--- config.mk ---
export PLATFORM = sky130hd
export DESIGN_NAME = sig_dump_dma
export DESIGN_NICKNAME = d
export VERILOG_FILES = /design/src/rtl/sig_dump_dma.sv
export SDC_FILE = /design/constraint.sdc
export NUM_CORES = 1
export LEC_CHECK = 0
export CAP_MARGIN = 25
export CORE_ASPECT_RATIO = 0.8
export CORE_UTILIZATION = 31
export DETAILED_ROUTE_END_ITERATION = 10
export DONT_BUFFER_PORTS = 1
export HOLD_SLACK_MARGIN = 0.05
export PLACE_DENSITY = 0.51
export SYNTH_ARGS = -nofsm -noshare
export SYNTH_HDL_FRONTEND = slang
export SYNTH_SLANG_ARGS = --single-unit
--- constraint.sdc ---
create_clock -name clk_i -period 3.9 [get_ports clk_i]
set_input_delay 0 -clock clk_i [delete_from_list [all_inputs] [get_ports clk_i]]
set_output_delay 0 -clock clk_i [all_outputs]
set_load 0.05 [all_outputs]
--- src/rtl/sig_dump_dma.sv ---
// Signature dump engine: programmed over a device port, reads RAM[BEGIN..END)
// as a bus host and streams the words to a valid/ready sink.
module sig_dump_dma #(
  parameter int FifoDepth = 4,
  parameter int CntWidth  = 16
) (
  input  logic        clk_i,
  input  logic        rst_i,
  input  logic        dev_req_i,
  input  logic        dev_we_i,
  input  logic [31:0] dev_addr_i,
  input  logic [3:0]  dev_be_i,
  input  logic [31:0] dev_wdata_i,
  output logic        dev_rvalid_o,
  output logic [31:0] dev_rdata_o,
  output logic        dev_err_o,
  output logic        host_req_o,
  input  logic        host_gnt_i,
  output logic [31:0] host_addr_o,
  input  logic        host_rvalid_i,
  input  logic [31:0] host_rdata_i,
  input  logic        host_err_i,
  output logic        sig_valid_o,
  input  logic        sig_ready_i,
  output logic [31:0] sig_data_o,
  output logic        sig_last_o
);

  localparam int PtrW = $clog2(FifoDepth);
  localparam int OccW = PtrW + 1;
  localparam logic [OccW:0] DepthW  = (OccW + 1)'(FifoDepth);
  localparam logic [31:0]   MaxWords = 32'((64'd1 << CntWidth) - 64'd1);

  typedef enum logic [1:0] {
    ST_IDLE  = 2'd0,
    ST_RUN   = 2'd1,
    ST_DRAIN = 2'd2
  } state_e;

  state_e              state_r, state_s;
  logic [31:0]         begin_r, end_r, addr_r;
  logic                done_r, err_r;
  logic [CntWidth-1:0] count_r, total_r;
  logic [OccW-1:0]     outst_r, fifo_cnt_r;
  logic [PtrW-1:0]     wr_ptr_r, rd_ptr_r;
  logic [31:0]         fifo_mem_r [FifoDepth];
  logic                dev_rvalid_r, dev_err_r;
  logic [31:0]         dev_rdata_r;

  logic        busy_s, wr_begin_s, wr_end_s, start_s, dev_err_s;
  logic [31:0] dev_rdata_s, span_s, words_s;
  logic [2:0]  dev_off_s;
  logic        start_bad_s, start_empty_s, start_go_s;
  logic        host_req_s, credit_ok_s, grant_s, push_s, pop_s, sig_valid_s;
  logic        drain_done_s;
  logic        unused_s;

  assign busy_s    = (state_r != ST_IDLE);
  assign dev_off_s = dev_addr_i[4:2];
  assign unused_s  = ^{dev_addr_i[31:5], dev_addr_i[1:0], dev_wdata_i[31:1]};

  // Device port decode: register writes, START, read data and error response.
  always_comb begin
    wr_begin_s  = 1'b0;
    wr_end_s    = 1'b0;
    start_s     = 1'b0;
    dev_err_s   = 1'b0;
    dev_rdata_s = 32'd0;
    if (dev_req_i) begin
      if (dev_we_i) begin
        if (dev_be_i != 4'hF) begin
          dev_err_s = 1'b1;
        end else begin
          case (dev_off_s)
            3'd0: if (busy_s) dev_err_s = 1'b1; else wr_begin_s = 1'b1;
            3'd1: if (busy_s) dev_err_s = 1'b1; else wr_end_s = 1'b1;
            3'd2: if (busy_s) dev_err_s = 1'b1; else start_s = dev_wdata_i[0];
            default: dev_err_s = 1'b1;
          endcase
        end
      end else begin
        case (dev_off_s)
          3'd0:    dev_rdata_s = begin_r;
          3'd1:    dev_rdata_s = end_r;
          3'd2:    dev_rdata_s = 32'd0;
          3'd3:    dev_rdata_s = {29'd0, err_r, done_r, busy_s};
          3'd4:    dev_rdata_s = {{(32-CntWidth){1'b0}}, count_r};
          default: dev_err_s = 1'b1;
        endcase
      end
    end else begin
      dev_err_s   = 1'b0;
      dev_rdata_s = 32'd0;
    end
  end

  // Range checks on the programmed window, evaluated when START arrives.
  always_comb begin
    span_s        = end_r - begin_r;
    words_s       = span_s >> 2;
    start_empty_s = (end_r == begin_r);
    start_bad_s   = (begin_r[1:0] != 2'b00) || (end_r[1:0] != 2'b00) ||
                    (end_r < begin_r) || (words_s > MaxWords);
    start_go_s    = start_s && !start_bad_s && !start_empty_s;
  end

  // Host credit, handshakes and stream-side pop.
  always_comb begin
    credit_ok_s = (({1'b0, outst_r} + {1'b0, fifo_cnt_r}) < DepthW);
    host_req_s  = (state_r == ST_RUN) && credit_ok_s;
    grant_s     = host_req_s && host_gnt_i;
    push_s      = host_rvalid_i && (outst_r != {OccW{1'b0}});
    sig_valid_s = (fifo_cnt_r != {OccW{1'b0}});
    pop_s       = sig_valid_s && sig_ready_i;
  end

  // FSM next-state logic.
  always_comb begin
    state_s      = state_r;
    drain_done_s = 1'b0;
    case (state_r)
      ST_IDLE: begin
        if (start_go_s) state_s = ST_RUN;
        else            state_s = ST_IDLE;
      end
      ST_RUN: begin
        if (grant_s && ((addr_r + 32'd4) == end_r)) state_s = ST_DRAIN;
        else                                        state_s = ST_RUN;
      end
      ST_DRAIN: begin
        if ((outst_r == {OccW{1'b0}}) && (fifo_cnt_r == {OccW{1'b0}})) begin
          state_s      = ST_IDLE;
          drain_done_s = 1'b1;
        end else begin
          state_s = ST_DRAIN;
        end
      end
      default: state_s = ST_IDLE;
    endcase
  end

  // FSM state register.
  always_ff @(posedge clk_i) begin
    if (rst_i) state_r <= ST_IDLE;
    else       state_r <= state_s;
  end

  // Programming registers, read address, status flags and word counter.
  always_ff @(posedge clk_i) begin
    if (rst_i) begin
      begin_r <= 32'd0;
      end_r   <= 32'd0;
      addr_r  <= 32'd0;
      total_r <= {CntWidth{1'b0}};
      count_r <= {CntWidth{1'b0}};
      done_r  <= 1'b0;
      err_r   <= 1'b0;
    end else begin
      if (wr_begin_s) begin_r <= dev_wdata_i;
      if (wr_end_s)   end_r   <= dev_wdata_i;
      if (start_go_s) begin
        addr_r  <= begin_r;
        total_r <= words_s[CntWidth-1:0];
      end else if (grant_s) begin
        addr_r <= addr_r + 32'd4;
      end
      if (start_s) begin
        count_r <= {CntWidth{1'b0}};
        done_r  <= start_bad_s || start_empty_s;
        err_r   <= start_bad_s;
      end else begin
        if (pop_s)                 count_r <= count_r + CntWidth'(1);
        if (drain_done_s)          done_r  <= 1'b1;
        if (push_s && host_err_i)  err_r   <= 1'b1;
      end
    end
  end

  // Outstanding read counter and FIFO occupancy/pointers.
  always_ff @(posedge clk_i) begin
    if (rst_i) begin
      outst_r    <= {OccW{1'b0}};
      fifo_cnt_r <= {OccW{1'b0}};
      wr_ptr_r   <= {PtrW{1'b0}};
      rd_ptr_r   <= {PtrW{1'b0}};
    end else begin
      case ({grant_s, push_s})
        2'b10:   outst_r <= outst_r + OccW'(1);
        2'b01:   outst_r <= outst_r - OccW'(1);
        default: outst_r <= outst_r;
      endcase
      case ({push_s, pop_s})
        2'b10:   fifo_cnt_r <= fifo_cnt_r + OccW'(1);
        2'b01:   fifo_cnt_r <= fifo_cnt_r - OccW'(1);
        default: fifo_cnt_r <= fifo_cnt_r;
      endcase
      if (push_s) wr_ptr_r <= wr_ptr_r + PtrW'(1);
      if (pop_s)  rd_ptr_r <= rd_ptr_r + PtrW'(1);
    end
  end

  // FIFO storage; a failed read is replaced by a recognisable poison word.
  always_ff @(posedge clk_i) begin
    if (push_s) fifo_mem_r[wr_ptr_r] <= host_err_i ? 32'hDEAD_BEEF : host_rdata_i;
  end

  // Device response, one cycle after the request.
  always_ff @(posedge clk_i) begin
    if (rst_i) begin
      dev_rvalid_r <= 1'b0;
      dev_rdata_r  <= 32'd0;
      dev_err_r    <= 1'b0;
    end else begin
      dev_rvalid_r <= dev_req_i;
      dev_rdata_r  <= dev_rdata_s;
      dev_err_r    <= dev_err_s;
    end
  end

  assign dev_rvalid_o = dev_rvalid_r;
  assign dev_rdata_o  = dev_rdata_r;
  assign dev_err_o    = dev_err_r;
  assign host_req_o   = host_req_s;
  assign host_addr_o  = addr_r;
  assign sig_valid_o  = sig_valid_s;
  assign sig_data_o   = sig_valid_s ? fifo_mem_r[rd_ptr_r] : 32'd0;
  assign sig_last_o   = sig_valid_s && (count_r == (total_r - CntWidth'(1)));

endmodule

# [Word level (Yosys, flattened, before mapping)]
# Memories as Yosys holds them, arrays and structs flattened. A register that Yosys moved wholly into a read port is not among the register bits.
# Index checks and enable logic that the tools add are counted.
# Widths: inputs -> output; s select.
[word_totals] ff_bits=176 mem_bits_rw=128 n_memories=1 elab_cells=120 output_inout_bits=101
[mem_list] memory="fifo_mem_r" depth=4 width=32 rd=1 rd_ports_with_merged_regs=1 write_ports=1 line_no="46" source="logic [31:0] fifo_mem_r [FifoDepth];"
[op_classes] bitwise=1 n_eq_ne=14 n_reduce_logical=35 n_addsub=11 magnitude_cmp=3 n_mux=40
[ops] operator="$mux 32" n=4
[ops] operator="$pmux 32 s4" n=1
[ops] operator="$eq 32x32->1" n=2
[ops] operator="$add 32x3->32 const B" n=1
[ops] operator="$lt 32x32->1" n=1
[ops] operator="$sub 32x32->32" n=1
[ops] operator="$gt 30x16->1 const B" n=1
[ops] operator="$mux 1" n=28
[ops] operator="$add 16x1->16 const B" n=1
[ops] operator="$eq 16x16->1" n=1
[ops] operator="$reduce_bool 2->1" n=8
[ops] operator="$sub 16x1->16 const B" n=1
[ops] operator="$pmux 3 s2" n=2
[ops] operator="$logic_and 1x1->1" n=10
[ops] operator="$logic_not 3->1" n=3
[ops] operator="$mux 2" n=4
[ops] operator="$add 3x1->3 const B" n=2
[ops] operator="$eq 2x1->1 const B" n=3
[ops] operator="$eq 2x2->1 const B" n=3
[ops] operator="$eq 3x2->1 const B" n=2
[ops] operator="$pmux 2 s3" n=1
[ops] operator="$reduce_bool 3->1" n=2
[ops] operator="$reduce_or 3->1" n=2
[ops] operator="$sub 3x1->3 const B" n=2
[ops] operator="12 further kinds" n=18

# [Longest topological paths before layout]
# Gate-level depths: netlist of the first run.
[depth] word_depth=10 depth_mapped=13 depth_no_buf=11

# [Worst setup path after synthesis of the first run]
# Ideal clock, no wire load.
[synth_path] kind="register to register" from="register begin_r[11]" to="register addr_r[26], in the netlist host_addr_o[26]" t_arrival_ns=3.217 t_required_ns=3.777 stages_incl_launch_ff=14 period_less_slack_ns=3.341 slack_ns=0.559 setup_time_ns=0.123 cell_sequence="dfxtp_1 -> inv_1 -> ha_1 -> buf_2 -> a21oi_2 -> o21a_1 -> or3b_1 -> or4_1 -> o211a_1 -> a2111oi_2 -> nand4_1 -> nor3_4 -> buf_6 -> mux2_1"
[synth_via] elab_chain_len=7 elab_cells_between_ends=12 classes_between="1 x add/sub; 2 x order compare; 1 x eq/ne; 1 x mux; 7 x reduce/logical"
[synth_lines] element="start, declared" line_no="41" source="logic [31:0] begin_r, end_r, addr_r;"
[synth_lines] element="start signal, assigned" line_no="159" source="if (wr_begin_s) begin_r <= dev_wdata_i;"
[synth_lines] element="$sub 32x32->32 or $lt 32x32->1 (tied branches)" line_no="99, 103"
[synth_lines] element="$gt 30x16->1 or $logic_or 1x1->1 (tied branches)" line_no="103, 102"
[synth_lines] element="$logic_or 1x1->1" line_no="103" source="(end_r < begin_r) || (words_s > MaxWords);"
[synth_lines] element="$logic_not 1->1" line_no="104" source="start_go_s = start_s && !start_bad_s && !start_empty_s;"
[synth_lines] element="$logic_and 1x1->1" line_no="104"
[synth_lines] element="$logic_and 1x1->1 *" line_no="104"
[synth_lines] element="$mux 32 or $reduce_bool 2->1 (tied branches)"
[synth_lines] element="end signal, assigned" line_no="162" source="addr_r <= begin_r;"
[synth_lines] element="end signal, assigned" line_no="165" source="addr_r <= addr_r + 32'd4;"
[synth_lines] element="end, declared" line_no="41"
# Mark *: on every way between the ends. The rest lies on a longest branch, timed or not.
# A chain may end at the register's enable or synchronous reset.

# [Worst setup path after layout of the first run]
[layout_path] from="register begin_r[15]" to="register addr_r[22], in the netlist host_addr_o[22]"
# Same word-level chain as after synthesis.

==> impl_metrics.xml, run 1 <==
<?xml version="1.0" encoding="UTF-8"?>
<metrics>
  <group name="placement">
    <metric name="detailedPlacementHpwl" unit="um">35700</metric>
    <metric name="portBuffers" unit="">0</metric>
    <metric name="gp_congestion" unit="">0.879</metric>
  </group>
  <group name="sta">
    <metric name="rsz0062_at_grt" unit="">no</metric>
    <metric name="worst_clock_skew" unit="ns">0.0112</metric>
    <metric name="timing_worst_slew_pin_value" unit="ns">0.977</metric>
    <metric name="fin_tns_setup" unit="ns">0</metric>
    <metric name="layout_worst_path_cycle_share" unit="%">94.9</metric>
    <metric name="timing.final.crit_period" unit="ns">3.70</metric>
    <metric name="holdWs" unit="ns">0.0906</metric>
    <metric name="hold_viol_final" unit="">0</metric>
    <metric name="timing.fmax" unit="MHz">270</metric>
    <metric name="slew_headroom" unit="%">34.7</metric>
    <metric name="slew_violations" unit="">0</metric>
    <metric name="setup_violations" unit="">0</metric>
  </group>
  <group name="die">
    <metric name="die_w" unit="um">257</metric>
    <metric name="num_io_pins" unit="">209</metric>
    <metric name="placement_rows" unit="">74</metric>
    <metric name="placeableCoreArea" unit="um^2">51200</metric>
    <metric name="initial_core_util" unit="%">31.5</metric>
    <metric name="die_footprint" unit="um^2">52900</metric>
    <metric name="die_y" unit="um">206</metric>
  </group>
  <group name="critical_path">
    <metric name="maximum_net_fanout_on_the_critical_path" unit="">19</metric>
    <metric name="crit_type" unit="">reg2reg</metric>
    <metric name="critical_path.startpoint_type" unit="">flop</metric>
    <metric name="critPathCaptureType" unit="">flop</metric>
    <metric name="worstPathArrival" unit="ns">4.14</metric>
    <metric name="setup.reg_to_reg.worst_slack" unit="ns">0.20</metric>
    <metric name="crit_required" unit="ns">4.34</metric>
  </group>
  <group name="power">
    <metric name="ir_drop" unit="V">0.000269</metric>
    <metric name="cellInternalPower" unit="mW">5.37</metric>
    <metric name="seq_power_share" unit="%">48.1</metric>
    <metric name="switching_fraction" unit="%">22.6</metric>
    <metric name="power.density" unit="nW/um^2">358</metric>
    <metric name="power.share.clock" unit="%">48.5</metric>
    <metric name="switching_power" unit="mW">1.57</metric>
    <metric name="p_leak" unit="nW">7.07</metric>
    <metric name="comb_power_share" unit="%">3.5</metric>
  </group>
  <group name="clock_tree">
    <metric name="numCtsBuffers" unit="">36</metric>
    <metric name="ctsHtreeMaxLevel" unit="">2</metric>
    <metric name="clock_path_buffers" unit="">3</metric>
    <metric name="tritoncts_clock_tree" unit="">built</metric>
    <metric name="clk_pin_slew_worst_paths" unit="ns">0.06</metric>
    <metric name="clock_latency" unit="ns">0.56</metric>
    <metric name="clock-sinks" unit="">306</metric>
    <metric name="cts_root_buffer" unit="">sky130_fd_sc_hd__clkbuf_16</metric>
  </group>
  <group name="grt">
    <metric name="grt_first_pass_wirelength" unit="um">76300</metric>
    <metric name="antenna_found_initial" unit="">2</metric>
    <metric name="globalRoute.totalOverflow" unit="">0</metric>
    <metric name="grt_max_degree" unit="">151</metric>
    <metric name="grt_util_all_layers" unit="%">18.9</metric>
    <metric name="first_global_vias" unit="">12400</metric>
  </group>
  <group name="finish">
    <metric name="layout.cells.most_common" unit="">sky130_fd_sc_hd__nand2_1</metric>
    <metric name="layout.cells.most_common_list" unit="">sky130_fd_sc_hd__nand2_1 (229), sky130_fd_sc_hd__dfxtp_1 (177), sky130_fd_sc_hd__nor2_1 (164)</metric>
    <metric name="multi_input_comb_area" unit="um^2">8090</metric>
    <metric name="drive_above_1_share" unit="%">12.5</metric>
    <metric name="final.fill_count" unit="">5084</metric>
    <metric name="areaGrowthSynthToFinish" unit="%">20.5</metric>
    <metric name="area.sequential" unit="um^2">7410</metric>
    <metric name="finish.net_count" unit="">1963</metric>
  </group>
  <group name="drt">
    <metric name="route.final.wire_length" unit="um">50800</metric>
    <metric name="vias_per_cell" unit="">5.14</metric>
    <metric name="dr_total_vias" unit="">13000</metric>
    <metric name="drt_drc_violations_left" unit="">0</metric>
    <metric name="initialDrtViolationCount" unit="">976</metric>
    <metric name="detail_route.first_pass.iterations" unit="">5</metric>
    <metric name="wire_per_inst" unit="um">20.1</metric>
    <metric name="ant_nets" unit="">0</metric>
  </group>
  <group name="yosys">
    <metric name="synth_nets" unit="">1848</metric>
    <metric name="synth_async_sr_flop_share" unit="%">0</metric>
    <metric name="synth-edff-count" unit="">128</metric>
    <metric name="ys.warnings.count" unit="">0</metric>
    <metric name="sequential_to_total_area_share_from_yosys_stat" unit="%">46.0</metric>
    <metric name="syn-cell-area" unit="um^2">16100</metric>
    <metric name="yosys_register_bits" unit="">306</metric>
    <metric name="syn_inst" unit="">1695</metric>
    <metric name="postSynth.topFlopCell" unit="">sky130_fd_sc_hd__dfxtp_1</metric>
    <metric name="synth_cell_type_count" unit="">75</metric>
    <metric name="syn_area_per_cell" unit="um^2">9.50</metric>
  </group>
  <group name="run">
    <metric name="timing.max_cap.violations" unit="">0</metric>
  </group>
  <group name="outcome">
    <metric name="run_status" unit="">complete, no violations</metric>
  </group>
  <group name="worst_hold_path">
    <metric name="holdCritPathClass" unit="">in2reg</metric>
  </group>
</metrics>
-- metal layers --
metal	vias to the layer above	wire, um	GRT usage [%]
met4	0	687	3.81
met1	6325	24800	27.5
li1	6209	-	-
met5	-	0	0
met2	388	21900	28.6
met3	59	3350	4.17
-- registers in the layout, indices dropped and copies added, names as in the netlist, named ones only --
name / cells
fifo_mem_r: 128
begin_r: 32
dev_rdata_o: 32
end_r: 32
host_addr_o: 32
count_r: 16
total_r: 16
fifo_cnt_r: 3
outst_r: 3
rd_ptr_r: 2
state_r: 2
wr_ptr_r: 2
dev_err_o: 1
dev_rvalid_o: 1
done_r: 1
err_r: 1
-- stage by stage --
step | setup slack, ns | utilization (%) | std cells | area [um^2] | power (mW)
after floorplan | 0.559 | - | 1695 | 16100 | 3.52
after global placement | 0.193 | 33.8 | 2365 | 17300 | 3.52
after detailed placement | 0.176 | 33.8 | 2365 | 17300 | 3.53
after CTS | 0.147 | 37.8 | 2517 | 19300 | 7.04
after global routing | 0.0199 | 37.9 | 2522 | 19400 | 7.18
final | 0.197 | 37.9 | 2525 | 19400 | 6.94
-- worst max-delay path, cell delays in order (launching register included) --
cell,delay (ns)
sky130_fd_sc_hd__dfxtp_1,0.35
sky130_fd_sc_hd__inv_1,0.08
sky130_fd_sc_hd__ha_1,0.40
sky130_fd_sc_hd__nand4_1,0.23
sky130_fd_sc_hd__buf_4,0.15
sky130_fd_sc_hd__buf_4,0.11
sky130_fd_sc_hd__o21ai_0,0.09
sky130_fd_sc_hd__a22oi_1,0.34
sky130_fd_sc_hd__inv_1,0.10
sky130_fd_sc_hd__o21ai_0,0.22
sky130_fd_sc_hd__a21oi_1,0.10
sky130_fd_sc_hd__or3b_2,0.50
sky130_fd_sc_hd__nor3_4,0.21
sky130_fd_sc_hd__buf_4,0.17
sky130_fd_sc_hd__buf_12,0.18
sky130_fd_sc_hd__mux2_1,0.34
-- final timing paths --
kind,from,endpoint,cells past startpoint
max,begin_r[15],host_addr_o[22],15
min,dev_req_i,end_r[2],4
max reg2reg,begin_r[15],host_addr_o[22],15
min reg2reg,begin_r[20],begin_r[20],2
-- final cells by class --
type	instances	area share, %
diodes	3	0.0387
clock buffers	48	5.08
clock inverters	18	0.922
inverters	57	1.10
multi-input cells	1232	41.7
flip-flops and latches	306	38.2
well taps	684	4.41
repair buffers	177	8.63
-- logic make-up after synthesis --
logic type | share of synthesized area (%)
multiplexers | 9.06
flip-flops | 46.0
AND/OR/NAND/NOR | 19.6
XOR/XNOR | 6.58
buffers and inverters | 3.97
AO/OA/AOI/OAI | 11.3
adder cells (fa/ha/maj) | 3.59
-- power groups by stage --
stage	clock [mW]	combinational [mW]	sequential, mW
finish	3.36	0.240	3.34
global route	3.59	0.259	3.34
CTS	3.46	0.240	3.34
detailed placement	0	0.119	3.41
global placement	0	0.115	3.41
floorplan	0	0.115	3.41
-- repair_timing --
action / 4_1_cts / 5_1_grt
endpoints found under the setup margin: 0 / 27
buffers inserted: 0 / 3
resized for setup: 0 / 3
hold buffers: 86 / 0
endpoints found under the hold margin: 292 / 0
-- synth_stat cells, types with 31 or more instances --
cell type / count / area, um^2
sky130_fd_sc_hd__clkbuf_1: 74 / 278
sky130_fd_sc_hd__xor2_1: 62 / 543
sky130_fd_sc_hd__mux2_1: 35 / 394
sky130_fd_sc_hd__nand2_1: 229 / 860
sky130_fd_sc_hd__mux2i_1: 31 / 310
sky130_fd_sc_hd__xnor2_1: 59 / 517
sky130_fd_sc_hd__nand3_1: 38 / 190
sky130_fd_sc_hd__edfxtp_1: 128 / 3840
sky130_fd_sc_hd__ha_1: 43 / 538
sky130_fd_sc_hd__inv_1: 55 / 206
sky130_fd_sc_hd__mux4_2: 32 / 721
sky130_fd_sc_hd__nor3_1: 32 / 160
sky130_fd_sc_hd__dfxtp_1: 178 / 3560
sky130_fd_sc_hd__and2_1: 43 / 269
sky130_fd_sc_hd__a21oi_1: 147 / 736
sky130_fd_sc_hd__nor2_1: 164 / 616
sky130_fd_sc_hd__o21ai_0: 39 / 195
No activity file was read; power rests on OpenSTA's default activity.
==> run 2: changes to the inputs <==
--- a/config.mk
+++ b/config.mk
@@ -12,6 +12,7 @@
 export DONT_BUFFER_PORTS = 1
 export HOLD_SLACK_MARGIN = 0.05
 export PLACE_DENSITY = 0.51
+export SETUP_SLACK_MARGIN = 0.3
 export SYNTH_ARGS = -nofsm -noshare
 export SYNTH_HDL_FRONTEND = slang
 export SYNTH_SLANG_ARGS = --single-unit
==> impl_metrics.xml, run 2 (synthesis gave the netlist of run 1 again) <==
<?xml version="1.0" encoding="UTF-8"?>
<metrics>
  <group name="grt">
    <metric name="gr_layer_usage_met1" unit="%">27.8</metric>
    <metric name="globalRoute.totalOverflow" unit="">0</metric>
    <metric name="antenna_found_initial" unit="">2</metric>
    <metric name="grt_util_met2" unit="%">29.2</metric>
    <metric name="global_routing_met3_resource_utilization" unit="%">4.18</metric>
    <metric name="globalRoute.busiestLayer" unit="">met2</metric>
    <metric name="grt_util_all_layers" unit="%">19.2</metric>
    <metric name="grt_first_pass_wirelength" unit="um">77300</metric>
    <metric name="grt_max_degree" unit="">151</metric>
    <metric name="first_global_vias" unit="">12500</metric>
  </group>
  <group name="critical_path">
    <metric name="timing.rr.end" unit="">host_addr_o[26]</metric>
    <metric name="r2r.worst_path.cells" unit="">17</metric>
    <metric name="worstPathArrival" unit="ns">3.98</metric>
    <metric name="crit_type" unit="">reg2reg</metric>
    <metric name="critical_path.startpoint_type" unit="">flop</metric>
    <metric name="setup.reg_to_reg.worst_slack" unit="ns">0.37</metric>
    <metric name="crit_required" unit="ns">4.34</metric>
    <metric name="worst_r2r_startpoint" unit="">begin_r[15]</metric>
    <metric name="maximum_net_fanout_on_the_critical_path" unit="">8</metric>
    <metric name="critPathCaptureType" unit="">flop</metric>
  </group>
  <group name="finish">
    <metric name="finish.net_count" unit="">1995</metric>
    <metric name="fin_area" unit="um^2">20200</metric>
    <metric name="final.fill_count" unit="">4997</metric>
    <metric name="drive_above_1_share" unit="%">17.8</metric>
    <metric name="multi_input_comb_area" unit="um^2">8550</metric>
    <metric name="layout.cells.most_common_list" unit="">sky130_fd_sc_hd__nand2_1 (228), sky130_fd_sc_hd__dfxtp_1 (165), sky130_fd_sc_hd__nor2_1 (164)</metric>
    <metric name="registers.top_by_ff_count" unit="">fifo_mem_r</metric>
    <metric name="largest_register_ffs" unit="">128</metric>
    <metric name="area.sequential" unit="um^2">7420</metric>
    <metric name="areaGrowthSynthToFinish" unit="%">25.2</metric>
    <metric name="layout.cells.most_common" unit="">sky130_fd_sc_hd__nand2_1</metric>
  </group>
  <group name="sta">
    <metric name="slew_headroom" unit="%">37.1</metric>
    <metric name="setup_violations" unit="">0</metric>
    <metric name="slew_violations" unit="">0</metric>
    <metric name="fin_tns_setup" unit="ns">0</metric>
    <metric name="layout_worst_path_cycle_share" unit="%">90.6</metric>
    <metric name="timing_worst_slew_pin_value" unit="ns">0.941</metric>
    <metric name="worst_clock_skew" unit="ns">0.0113</metric>
    <metric name="hold_viol_final" unit="">0</metric>
    <metric name="timing.final.crit_period" unit="ns">3.53</metric>
    <metric name="timing.fmax" unit="MHz">283</metric>
    <metric name="rsz0062_at_grt" unit="">yes</metric>
  </group>
  <group name="die">
    <metric name="die_y" unit="um">206</metric>
    <metric name="placement_rows" unit="">74</metric>
    <metric name="num_io_pins" unit="">209</metric>
    <metric name="die_w" unit="um">257</metric>
    <metric name="initial_core_util" unit="%">31.5</metric>
    <metric name="die_footprint" unit="um^2">52900</metric>
    <metric name="placeableCoreArea" unit="um^2">51200</metric>
  </group>
  <group name="power">
    <metric name="total_power_after_layout" unit="mW">6.97</metric>
    <metric name="ir_drop" unit="V">0.000269</metric>
    <metric name="power.density" unit="nW/um^2">345</metric>
    <metric name="p_leak" unit="nW">7.32</metric>
  </group>
  <group name="clock_tree">
    <metric name="tritoncts_clock_tree" unit="">built</metric>
    <metric name="clock_path_buffers" unit="">3</metric>
    <metric name="cts_root_buffer" unit="">sky130_fd_sc_hd__clkbuf_16</metric>
    <metric name="numCtsBuffers" unit="">36</metric>
    <metric name="clock-sinks" unit="">306</metric>
    <metric name="clk_pin_slew_worst_paths" unit="ns">0.06</metric>
    <metric name="ctsHtreeMaxLevel" unit="">2</metric>
    <metric name="clock_latency" unit="ns">0.56</metric>
  </group>
  <group name="worst_hold_path">
    <metric name="hold_crit_start" unit="">dev_req_i</metric>
    <metric name="worstHoldPathCells" unit="">4</metric>
    <metric name="min_to" unit="">end_r[2]</metric>
    <metric name="holdCritPathClass" unit="">in2reg</metric>
  </group>
  <group name="drt">
    <metric name="detail_route.first_pass.iterations" unit="">5</metric>
    <metric name="initialDrtViolationCount" unit="">1065</metric>
    <metric name="wire_per_inst" unit="um">20.4</metric>
    <metric name="drt_drc_violations_left" unit="">0</metric>
    <metric name="route.final.wire_length" unit="um">52100</metric>
    <metric name="vias_per_cell" unit="">5.14</metric>
    <metric name="dr_total_vias" unit="">13100</metric>
    <metric name="ant_nets" unit="">0</metric>
  </group>
  <group name="outcome">
    <metric name="run_status" unit="">complete, no violations</metric>
  </group>
  <group name="run">
    <metric name="timing.max_cap.violations" unit="">0</metric>
  </group>
  <group name="placement">
    <metric name="detailedPlacementHpwl" unit="um">35700</metric>
    <metric name="gp_congestion" unit="">0.879</metric>
    <metric name="portBuffers" unit="">0</metric>
    <metric name="placed_area" unit="um^2">17300</metric>
  </group>
</metrics>
[run 2: critical path: stages, from the launching register on]
cell,delay (ns)
sky130_fd_sc_hd__dfxtp_2,0.34
sky130_fd_sc_hd__inv_2,0.06
sky130_fd_sc_hd__ha_4,0.29
sky130_fd_sc_hd__nand4_1,0.23
sky130_fd_sc_hd__nor3_2,0.29
sky130_fd_sc_hd__buf_4,0.14
sky130_fd_sc_hd__buf_4,0.10
sky130_fd_sc_hd__buf_4,0.09
sky130_fd_sc_hd__buf_4,0.09
sky130_fd_sc_hd__nand2_1,0.05
sky130_fd_sc_hd__a31o_4,0.24
sky130_fd_sc_hd__a31oi_4,0.18
sky130_fd_sc_hd__xnor2_1,0.14
sky130_fd_sc_hd__nand4_1,0.19
sky130_fd_sc_hd__nor3_4,0.25
sky130_fd_sc_hd__buf_6,0.21
sky130_fd_sc_hd__clkbuf_16,0.20
sky130_fd_sc_hd__mux2_1,0.31
[run 2: final cells by class]
type | instances | share of cell area (%)
clock buffers | 48 | 4.89
clock inverters | 18 | 0.887
flip-flops and latches | 306 | 36.8
repair buffers | 209 | 9.73
multi-input cells | 1232 | 42.4
inverters | 57 | 1.06
well taps | 684 | 4.24
diodes | 2 | 0.0248
[run 2: metrics by stage]
stage	hold slack, ns	utilization (%)	cells	worst slack [ns]
after floorplan	0.130	-	1695	0.559
after global placement	0.0833	33.8	2365	0.193
after detailed placement	0.0809	33.8	2365	0.176
after CTS	0.0637	38.5	2530	0.308
after global routing	0.104	39.4	2554	0.200
final	0.0920	39.4	2556	0.365
[run 2: routing by layer]
metal | share of wire (%) | vias to the layer above | wire, um
met3 | 6.8 | 48 | 3560
met4 | 1.2 | 0 | 629
met2 | 44 | 395 | 22900
met1 | 48 | 6430 | 25100
met5 | 0 | - | 0
li1 | - | 6273 | -
[run 2: repair_timing]
action,4_1_cts,5_1_grt
gates cloned,2,1
hold buffers,87,0
hold endpoints to repair,292,0
pin swaps,8,24
endpoints found under the setup margin,35,39
resized for setup,40,62
buffers inserted,10,22
[run 2: how the worst max path moves through the flow]
stage / from / to / slack (ns)
2_1_floorplan: begin_r[11] / host_addr_o[26] / 0.56
3_3_place_gp: begin_r[15] / host_addr_o[11] / 0.19
3_5_place_dp: begin_r[15] / host_addr_o[3] / 0.18
4_1_cts: begin_r[4] / host_addr_o[6] / 0.31
5_1_grt: begin_r[5] / total_r[0] / 0.20
6_report: begin_r[15] / host_addr_o[26] / 0.37
[run 2: power by group]
part | switching, mW | leakage [nW] | internal [mW]
Clock | 1.43 | 0.568 | 1.94
Combinational | 0.144 | 4.18 | 0.116
Sequential | 0.00554 | 2.58 | 3.33
